**src/rtl/nvme_ctrl_responder.sv**
```systemverilog
// rtl/nvme_ctrl_responder.sv - NVMe-style SQ fetch / CQ post responder with AXI-Lite doorbells
module nvme_ctrl_responder #(
    parameter int                    ADDR_WIDTH  = 32,
    parameter int                    OUTSTANDING = 16,
    parameter logic [ADDR_WIDTH-1:0] SQ_BASE     = 32'h0002_0000,
    parameter logic [ADDR_WIDTH-1:0] CQ_BASE     = 32'h0002_0400
) (
    input  logic                  clk,
    input  logic                  rst,

    // doorbell slave (write-only AXI-Lite)
    input  logic [31:0]           db_awaddr,
    input  logic                  db_awvalid,
    output logic                  db_awready,
    input  logic [31:0]           db_wdata,
    input  logic [3:0]            db_wstrb,
    input  logic                  db_wvalid,
    output logic                  db_wready,
    output logic [1:0]            db_bresp,
    output logic                  db_bvalid,
    input  logic                  db_bready,

    // SQ entry fetch (AXI4 read master)
    output logic [ADDR_WIDTH-1:0] sq_araddr,
    output logic [7:0]            sq_arlen,
    output logic [2:0]            sq_arsize,
    output logic [1:0]            sq_arburst,
    output logic                  sq_arvalid,
    input  logic                  sq_arready,
    input  logic [511:0]          sq_rdata,
    input  logic [1:0]            sq_rresp,
    input  logic                  sq_rlast,
    input  logic                  sq_rvalid,
    output logic                  sq_rready,

    // CQ entry post (AXI4 write master)
    output logic [ADDR_WIDTH-1:0] cq_awaddr,
    output logic [7:0]            cq_awlen,
    output logic [2:0]            cq_awsize,
    output logic [1:0]            cq_awburst,
    output logic                  cq_awvalid,
    input  logic                  cq_awready,
    output logic [127:0]          cq_wdata,
    output logic [15:0]           cq_wstrb,
    output logic                  cq_wlast,
    output logic                  cq_wvalid,
    input  logic                  cq_wready,
    input  logic [1:0]            cq_bresp,
    input  logic                  cq_bvalid,
    output logic                  cq_bready
);

    localparam int PTR_W = $clog2(OUTSTANDING);

    localparam logic [11:0] SQ1TDBL_OFS = 12'd1008;
    localparam logic [11:0] CQ1HDBL_OFS = 12'd1012;

    typedef enum logic [2:0] {
        S_IDLE,
        S_FETCH_AR,
        S_FETCH_R,
        S_POST,
        S_POST_B
    } state_t;

    state_t             r_state;
    state_t             w_next;

    logic [PTR_W-1:0]   r_sq_tail;
    logic [PTR_W-1:0]   r_sq_head;
    logic [PTR_W-1:0]   r_cq_tail;
    logic [PTR_W-1:0]   r_cq_head;
    logic               r_cq_phase;
    logic [15:0]        r_cid;
    logic [14:0]        r_status;

    logic               r_db_bvalid;
    logic               r_aw_done;
    logic               r_w_done;

    logic               w_db_accept;
    logic               w_sq_pending;
    logic               w_cq_full;
    logic               w_aw_hs;
    logic               w_w_hs;
    logic               w_post_done;
    logic               w_unused;

    // Address and data are taken together and only while no response is outstanding.
    assign w_db_accept = db_awvalid & db_wvalid & ~r_db_bvalid & ~rst;
    assign db_awready  = w_db_accept;
    assign db_wready   = w_db_accept;
    assign db_bvalid   = r_db_bvalid;
    assign db_bresp    = 2'b00;

    // Work is pending when the SQ is non-empty; the CQ keeps one slot free to tell full from empty.
    assign w_sq_pending = (r_sq_head != r_sq_tail);
    assign w_cq_full    = ((r_cq_tail + PTR_W'(1)) == r_cq_head);

    assign w_aw_hs     = cq_awvalid & cq_awready;
    assign w_w_hs      = cq_wvalid & cq_wready;
    assign w_post_done = (r_aw_done | w_aw_hs) & (r_w_done | w_w_hs);

    // Fixed single-beat burst attributes: 64-byte SQ entries, 16-byte CQ entries.
    assign sq_araddr  = SQ_BASE + (ADDR_WIDTH'(r_sq_head) << 6);
    assign sq_arlen   = 8'd0;
    assign sq_arsize  = 3'd6;
    assign sq_arburst = 2'b01;

    assign cq_awaddr  = CQ_BASE + (ADDR_WIDTH'(r_cq_tail) << 4);
    assign cq_awlen   = 8'd0;
    assign cq_awsize  = 3'd4;
    assign cq_awburst = 2'b01;
    assign cq_wstrb   = '1;
    assign cq_wlast   = 1'b1;

    // Completion entry: status | phase | cid | sqid=1 | sq_head | reserved dwords.
    assign cq_wdata = {r_status, r_cq_phase, r_cid, 16'd1, 16'(r_sq_head), 64'd0};

    // Fields of the bus that this responder has no use for.
    assign w_unused = ^{db_awaddr[31:12], db_wstrb, db_wdata[31:PTR_W],
                        sq_rdata[511:32], sq_rdata[15:0], sq_rlast, cq_bresp};

    // FSM state register.
    always_ff @(posedge clk or posedge rst) begin
        if (rst) begin
            r_state <= S_IDLE;
        end else begin
            r_state <= w_next;
        end
    end

    // Next-state and channel valid/ready outputs.
    always_comb begin
        w_next     = r_state;
        sq_arvalid = 1'b0;
        sq_rready  = 1'b0;
        cq_awvalid = 1'b0;
        cq_wvalid  = 1'b0;
        cq_bready  = 1'b0;
        case (r_state)
            S_IDLE: begin
                if (w_sq_pending && !w_cq_full) begin
                    w_next = S_FETCH_AR;
                end
            end
            S_FETCH_AR: begin
                sq_arvalid = 1'b1;
                if (sq_arready) begin
                    w_next = S_FETCH_R;
                end
            end
            S_FETCH_R: begin
                sq_rready = 1'b1;
                if (sq_rvalid) begin
                    w_next = S_POST;
                end
            end
            S_POST: begin
                cq_awvalid = ~r_aw_done;
                cq_wvalid  = ~r_w_done;
                if (w_post_done) begin
                    w_next = S_POST_B;
                end
            end
            S_POST_B: begin
                cq_bready = 1'b1;
                if (cq_bvalid) begin
                    w_next = S_IDLE;
                end
            end
            default: begin
                w_next = S_IDLE;
            end
        endcase
    end

    // Doorbell write response and register decode; unknown offsets complete with no effect.
    always_ff @(posedge clk or posedge rst) begin
        if (rst) begin
            r_db_bvalid <= 1'b0;
            r_sq_tail   <= '0;
            r_cq_head   <= '0;
        end else begin
            if (w_db_accept) begin
                r_db_bvalid <= 1'b1;
                if (db_awaddr[11:0] == SQ1TDBL_OFS) begin
                    r_sq_tail <= db_wdata[PTR_W-1:0];
                end else if (db_awaddr[11:0] == CQ1HDBL_OFS) begin
                    r_cq_head <= db_wdata[PTR_W-1:0];
                end
            end else if (db_bready) begin
                r_db_bvalid <= 1'b0;
            end
        end
    end

    // Per-channel handshake flags so AW and W can complete in either order.
    always_ff @(posedge clk or posedge rst) begin
        if (rst) begin
            r_aw_done <= 1'b0;
            r_w_done  <= 1'b0;
        end else if (r_state != S_POST) begin
            r_aw_done <= 1'b0;
            r_w_done  <= 1'b0;
        end else begin
            if (w_aw_hs) begin
                r_aw_done <= 1'b1;
            end
            if (w_w_hs) begin
                r_w_done <= 1'b1;
            end
        end
    end

    // Capture the fetched command and advance the SQ head.
    always_ff @(posedge clk or posedge rst) begin
        if (rst) begin
            r_sq_head <= '0;
            r_cid     <= '0;
            r_status  <= '0;
        end else if (r_state == S_FETCH_R && sq_rvalid) begin
            r_cid     <= sq_rdata[31:16];
            r_status  <= (sq_rresp != 2'b00) ? 15'h0006 : 15'h0000;
            r_sq_head <= r_sq_head + PTR_W'(1);
        end
    end

    // Advance the CQ tail on write response; the phase flips each time the tail wraps.
    always_ff @(posedge clk or posedge rst) begin
        if (rst) begin
            r_cq_tail  <= '0;
            r_cq_phase <= 1'b1;
        end else if (r_state == S_POST_B && cq_bvalid) begin
            r_cq_tail <= r_cq_tail + PTR_W'(1);
            if (r_cq_tail == PTR_W'(OUTSTANDING - 1)) begin
                r_cq_phase <= ~r_cq_phase;
            end
        end
    end

endmodule

```
**config.mk**
```make
export PLATFORM = sky130hd
export DESIGN_NAME = nvme_ctrl_responder
export DESIGN_NICKNAME = d
export VERILOG_FILES = /design/src/rtl/nvme_ctrl_responder.sv
export SDC_FILE = /design/constraint.sdc
export NUM_CORES = 1
export LEC_CHECK = 0
export ABC_CLOCK_PERIOD_IN_PS = 3860
export CAP_MARGIN = 20
export CORE_AREA = 2 2 326 328
export CTS_BUF_LIST = sky130_fd_sc_hd__clkbuf_8
export CTS_CLUSTER_SIZE = 24
export DETAILED_ROUTE_END_ITERATION = 16
export DIE_AREA = 0 0 328 330
export GPL_ROUTABILITY_DRIVEN = 0
export MAX_ROUTING_LAYER = met4
export SLEW_MARGIN = 20
export SYNTH_ARGS = -nofsm -noshare
export SYNTH_HDL_FRONTEND = slang
export SYNTH_SLANG_ARGS = --single-unit
```
**constraint.sdc**
```tcl
create_clock -name clk -period 3.86 [get_ports clk]
set_input_delay 0.772 -clock clk [delete_from_list [all_inputs] [get_ports clk]]
set_output_delay 0.772 -clock clk [all_outputs]
set_load 0.01 [all_outputs]
```
==> results of run 1 <==
per-stage QoR:
step | total power (uW) | area, um^2 | setup WS, ns | util | hold slack, ns
finish | 1990 | 5200 | 0.974 | 0.0497 | 0.492
global route | 2140 | 5200 | 0.874 | 0.0497 | 0.525
floorplan | 1300 | 4130 | 1.61 | - | 0.470
CTS | 2020 | 5200 | 0.956 | 0.0497 | 0.498
global placement | 1640 | 5090 | 0.990 | 0.0486 | 0.478
detailed placement | 1640 | 5090 | 0.966 | 0.0486 | 0.484
logic make-up after synthesis:
group,share of synthesized area
buffers and inverters,0.487
multiplexers,0.0870
XOR/XNOR,0.0442
adder cells (fa/ha/maj),0.00743
flip-flops,0.298
AND/OR/NAND/NOR,0.0535
other,0.00223
AO/OA/AOI/OAI,0.0204
state kept, by name, summed over array words and instances (netlist names):
register    cells
r_state         3
r_sq_head       4
r_cid          16
r_aw_done       1
r_w_done        1
r_cq_tail       4
db_bvalid       1
r_cq_head       4
r_sq_tail       4
r_status        1
r_cq_phase      1
final timing paths:
kind / startpoint / endpoint / slack, ns / cells after the start
setup / recovery: rst / db_wready / 0.97 / 4
hold reg to reg: r_cq_phase / r_cq_phase / 0.49 / 1
hold / removal: r_cq_phase / r_cq_phase / 0.49 / 1
max in group asynchronous: rst / r_cid[10] / 2.57 / 3
min in group asynchronous: rst / db_bvalid / 0.92 / 3
setup reg to reg: r_state[0] / r_cid[0] / 1.78 / 3
layer usage:
| metal | track usage | vias to the layer above |
|---|---|---|
| li1 | - | 853 |
| met1 | 0.0147 | 883 |
| met2 | 0.0171 | 235 |
| met3 | 0.0195 | 4 |
| met4 | 0.00628 | 0 |
| met5 | - | - |
cell usage after synthesis, drive strengths merged (2+ instances only):
library cell  count  share of area
buf             216           0.48
mux2             26          0.087
xnor2             9          0.023
nand3b            3         0.0067
clkbuf            2         0.0022
ha                2         0.0074
xor2              8          0.021
nand2b            2         0.0037
nand4             2         0.0037
and2              2         0.0037
o22ai             3         0.0056
dfrtp            39           0.29
inv               5         0.0056
nor2             10          0.011
a21oi             3         0.0045
nand2             5         0.0056
o21ai             2         0.0030
conb              2         0.0022
cell type report:
class	count	area, um^2	share of cell area
tap	1391	1740	0.334
multi-input combinational	293	1490	0.286
sequential	40	1000	0.193
timing repair buffer	84	836	0.161
clock buffer	5	68.8	0.0132
clock inverter	3	46.3	0.00890
inverter	5	18.8	0.00361
antenna	1	2.50	0.000481
power by group through the flow:
stage / Combinational, uW / Sequential (uW) / Clock [uW]
after global placement: 924 / 716 / 0
final: 913 / 714 / 359
after floorplan: 581 / 721 / 0
after detailed placement: 921 / 722 / 0
after global routing: 1010 / 743 / 389
after CTS: 926 / 720 / 375
critical path, stage by stage:
cell             delay, ns
clkdlybuf4s50_1       0.41
nand4bb_1             0.26
inv_1                 0.12
clkdlybuf4s50_1       0.55
==> reports/qor.txt, run 1 <==
Starting Density = 0.0322
Num CTS Buffers = 5
number of I/O pins = 840
syn avg cell area = 9.56 um^2
IO buf count = 82
sw frac = 0.376
Vias = 1975
number of global-route vias before repair = 1642
met1 wire length = 2.87 mm
Leakage = 0.00186 uW
synth warn = 0
Peak VDD IR = 306 uV
sequential fraction of the synthesis area = 0.298
initial antenna violation count = 3
status = completed
Layout fillers = 12400
Setup crit start kind = input pin
clk root buf = clkbuf_8
combinational power share = 0.460
Post-CTS Hold Fix Bufs = 0
largest net degree at the start of global routing = 41
CP required = 3.09 ns
clock group share of total power = 0.181
fraction of registers with async set/reset = 1.00
Max H-tree Level = 2
Pre-antenna DRT Iters = 3
post-detail-place hpwl = 7.55 mm
cell count after synthesis = 352
Routed Wire Length = 8.55 mm
commonest non-fill, non-tap cell in the layout = conb_1
Layout Nets = 1026
global-route wire length before repair = 11.1 mm
CTS clk-pin slew, worst paths = 0.09 ns
WS Path Type = input pin to output port
DRT iter0 DRCs = 20
EDFF count, synth = 0
critical path endpoint category = output port
clk_skew = 0.00842 ns
CTS tree = yes
measured slew at the worst slew-check pin = 0.918 ns
unrepaired setup endpoints after global routing = false
Worst-Skew Late Latency = 0.30 ns
Final Critical Period = 2.89 ns
Die ar. = 108000 um^2
crit share post-route = 0.748
Avg WL per Cell = 4.69 um
top_reg_cell synth = dfrtp_1
CTS sink cnt = 40
Max Used Layer = met4
NetSw = 746 uW
peak fanout along the critical path = 3
Setup Total Neg Slack = 0 ns
Cell Count, Final, Fillers Out = 1822
Int Power = 1240 uW
Sequential Power Share = 0.360
ANT nets after route = 0
area delta synth->final = 54.6%
drt drc = 0
share of cells above drive strength 1 = 0.0907
Die Wd = 328 um
Unique masters post-synth = 30
GRT Residual Overflow = 0
num rows = 119
metal3 WL = 2.86 mm
post-CTS sizing = 0
Seq cells post-synth = 40
mean number of vias per cell = 1.08
Max Clock Freq = 347 MHz
Max Root-Sink Buffers = 2
pwr/cell area = 382 nW/um^2
setup repair bufs after CTS = 0
Slew HR = 0.388
MaxCap Viol Count = 0
Syn Std Cell Area = 3370 um^2
Routed met2 length = 2.70 mm
dpl cells = 1813
final hold viol count = 0
final setup vio count = 0
core area = 105000 um^2
crit path DAT = 2.11 ns
Hold WC Path Type = flip-flop to flip-flop
max-slew violations = 0
GRT Total Usage = 0.0153
commonest non-fill, non-tap cells in the layout = 206 x conb_1, 82 x clkdlybuf4s50_1, 39 x dfrtp_1
Die Y = 330 um
No activity file was read; power rests on OpenSTA's default activity.
==> run 2, diff against run 1 <==
ABC_CLOCK_PERIOD_IN_PS = 2720   (was 3860)
CORE_AREA = 2 2 325 327   (was 2 2 326 328)
DIE_AREA = 0 0 327 329   (was 0 0 328 330)
clock period = 2.72 ns   (was 3.86 ns; I/O delays follow)
==> run 2 against run 1 <==
Effect of this change: global-route usage about the same; clock power up 49%; critical path type unchanged; cell count up 0.11%; die area down 0.61%; clock skew up 0.0077 ns; first-iteration DRC count up 50%; largest power group unchanged; sequential power up 40%.
==> reports/qor.txt, run 2 (synthesized netlist as in run 1, its figures left out) <==
commonest non-fill, non-tap cell in the layout = conb_1
core area = 104000 um^2
DRT iter0 DRCs = 30
commonest non-fill, non-tap cells in the layout = 206 x conb_1, 82 x clkdlybuf4s50_1, 39 x dfrtp_1
Tot Pwr = 2830 uW
Hold Crit Depth = 1
Hold WC Path Type = flip-flop to flip-flop
Setup Total Neg Slack = 0 ns
crit path DAT = 1.87 ns
Vias = 1958
mean number of vias per cell = 1.07
origin of the worst min-delay path = r_cq_phase
crit share post-route = 0.887
Design Area, Final = 5220 um^2
unrepaired setup endpoints after global routing = false
Worst-Skew Late Latency = 0.32 ns
CP required = 2.18 ns
GRT Residual Overflow = 0
critical path endpoint category = output port
r2r endpoint = r_sq_tail[1]
Setup crit start kind = input pin
MaxCap Viol Count = 0
metal3 WL = 2.44 mm
Die ar. = 108000 um^2
flop-to-flop setup slack = 0.96 ns
Post-CTS Hold Fix Bufs = 0
Routed Wire Length = 8.58 mm
Layout fillers = 12300
max-slew violations = 0
status = completed
Max H-tree Level = 2
Pre-antenna DRT Iters = 4
Die Y = 329 um
number of I/O pins = 840
ANT cells = 0
Die Wd = 327 um
Max Root-Sink Buffers = 2
final setup vio count = 0
drt drc = 0
CTS sink cnt = 40
peak fanout along the critical path = 3
multi-input logic area = 1490 um^2
Starting Density = 0.0322
largest net degree at the start of global routing = 32
clk root buf = clkbuf_8
CTS tree = yes
Placed Area = 5110 um^2
Num CTS Buffers = 5
Max Used Layer = met4
Avg WL per Cell = 4.71 um
final hold viol count = 0
setup repair bufs after CTS = 0
met1 wire length = 3.05 mm
worst setup margin = 0.306 ns
share of cells above drive strength 1 = 0.0993
number of global-route vias before repair = 1651
clk_skew = 0.0161 ns
sequential cell area = 1000 um^2
pre-CTS setup slack = 0.0195 ns
WS Path Type = input pin to output port
Final Critical Period = 2.41 ns
measured slew at the worst slew-check pin = 0.768 ns
Max Clock Freq = 414 MHz
Layout Nets = 1029
RR Startpoint = db_bvalid
Peak VDD IR = 446 uV
ANT nets after route = 0
GRT Total Usage = 0.0153
Leakage = 0.00187 uW
global-route wire length before repair = 11.1 mm
CTS clk-pin slew, worst paths = 0.10 ns
number of flip-flops in the largest register = 16
Slew HR = 0.488
post-CTS sizing = 0
area delta synth->final = 55.2%
initial antenna violation count = 2
worst reg-to-reg path cell count = 5
num rows = 119
Most flops, register = r_cid
Routed met2 length = 3.00 mm
pwr/cell area = 543 nW/um^2
IO buf count = 82
post-detail-place hpwl = 7.61 mm
Min-Delay Endpoint = r_cq_phase
## run 2: cell types whose count changed in the layout (fill, tap and decap cells not counted)
cell | before | now
inv_1 | 5 | 4
inv_2 | 0 | 1
buf_4 | 2 | 5
diode_2 | 1 | 0
## run 2: routing by layer
metal / vias to the layer above / global-route usage
met1: 874 / 0.0156
met4: 0 / 0.00419
met3: 8 / 0.0170
met2: 221 / 0.0187
li1: 855 / -
met5: - / -
## run 2: worst max-delay path, cell delays in order
cell and delay [ns]:
clkdlybuf4s50_1 0.43, nand4bb_1 0.26, inv_1 0.11, clkdlybuf4s50_1 0.53
## run 2: final cells by class
class	instances	share of cell area
Tap cell	1391	0.333
Clock buffer	5	0.0132
Clock inverter	3	0.00886
Multi-Input combinational cell	293	0.285
Timing Repair Buffer	87	0.164
Inverter	5	0.00359
Sequential cell	40	0.192
## run 2: worst max path at each step
stage / end / slack [ns] / cells past startpoint / from
global placement: r_sq_tail[1] / 0.07 / 6 / db_awaddr[1]
CTS: db_wready / 0.29 / 4 / rst
global route: db_wready / 0.22 / 4 / rst
finish: db_wready / 0.31 / 4 / rst
detailed placement: r_sq_tail[1] / 0.02 / 6 / db_awaddr[1]
floorplan: r_sq_tail[0] / 0.70 / 4 / db_awaddr[1]
## run 2: power by group
| part | total [uW] | switching [uW] | internal (uW) |
|---|---|---|---|
| combinational | 1300 | 603 | 693 |
| clock | 534 | 257 | 277 |
| sequential | 1000 | 212 | 793 |
| total | 2830 | 1070 | 1760 |
## run 2: metrics by stage
| stage | instances | hold slack (ns) | util |
|---|---|---|---|
| after global placement | 1816 | 0.479 | 0.0489 |
| after floorplan | 556 | 0.470 | - |
| after detailed placement | 1816 | 0.482 | 0.0489 |
| final | 1824 | 0.497 | 0.0500 |
| after CTS | 1824 | 0.499 | 0.0500 |
| after global routing | 1824 | 0.513 | 0.0500 |
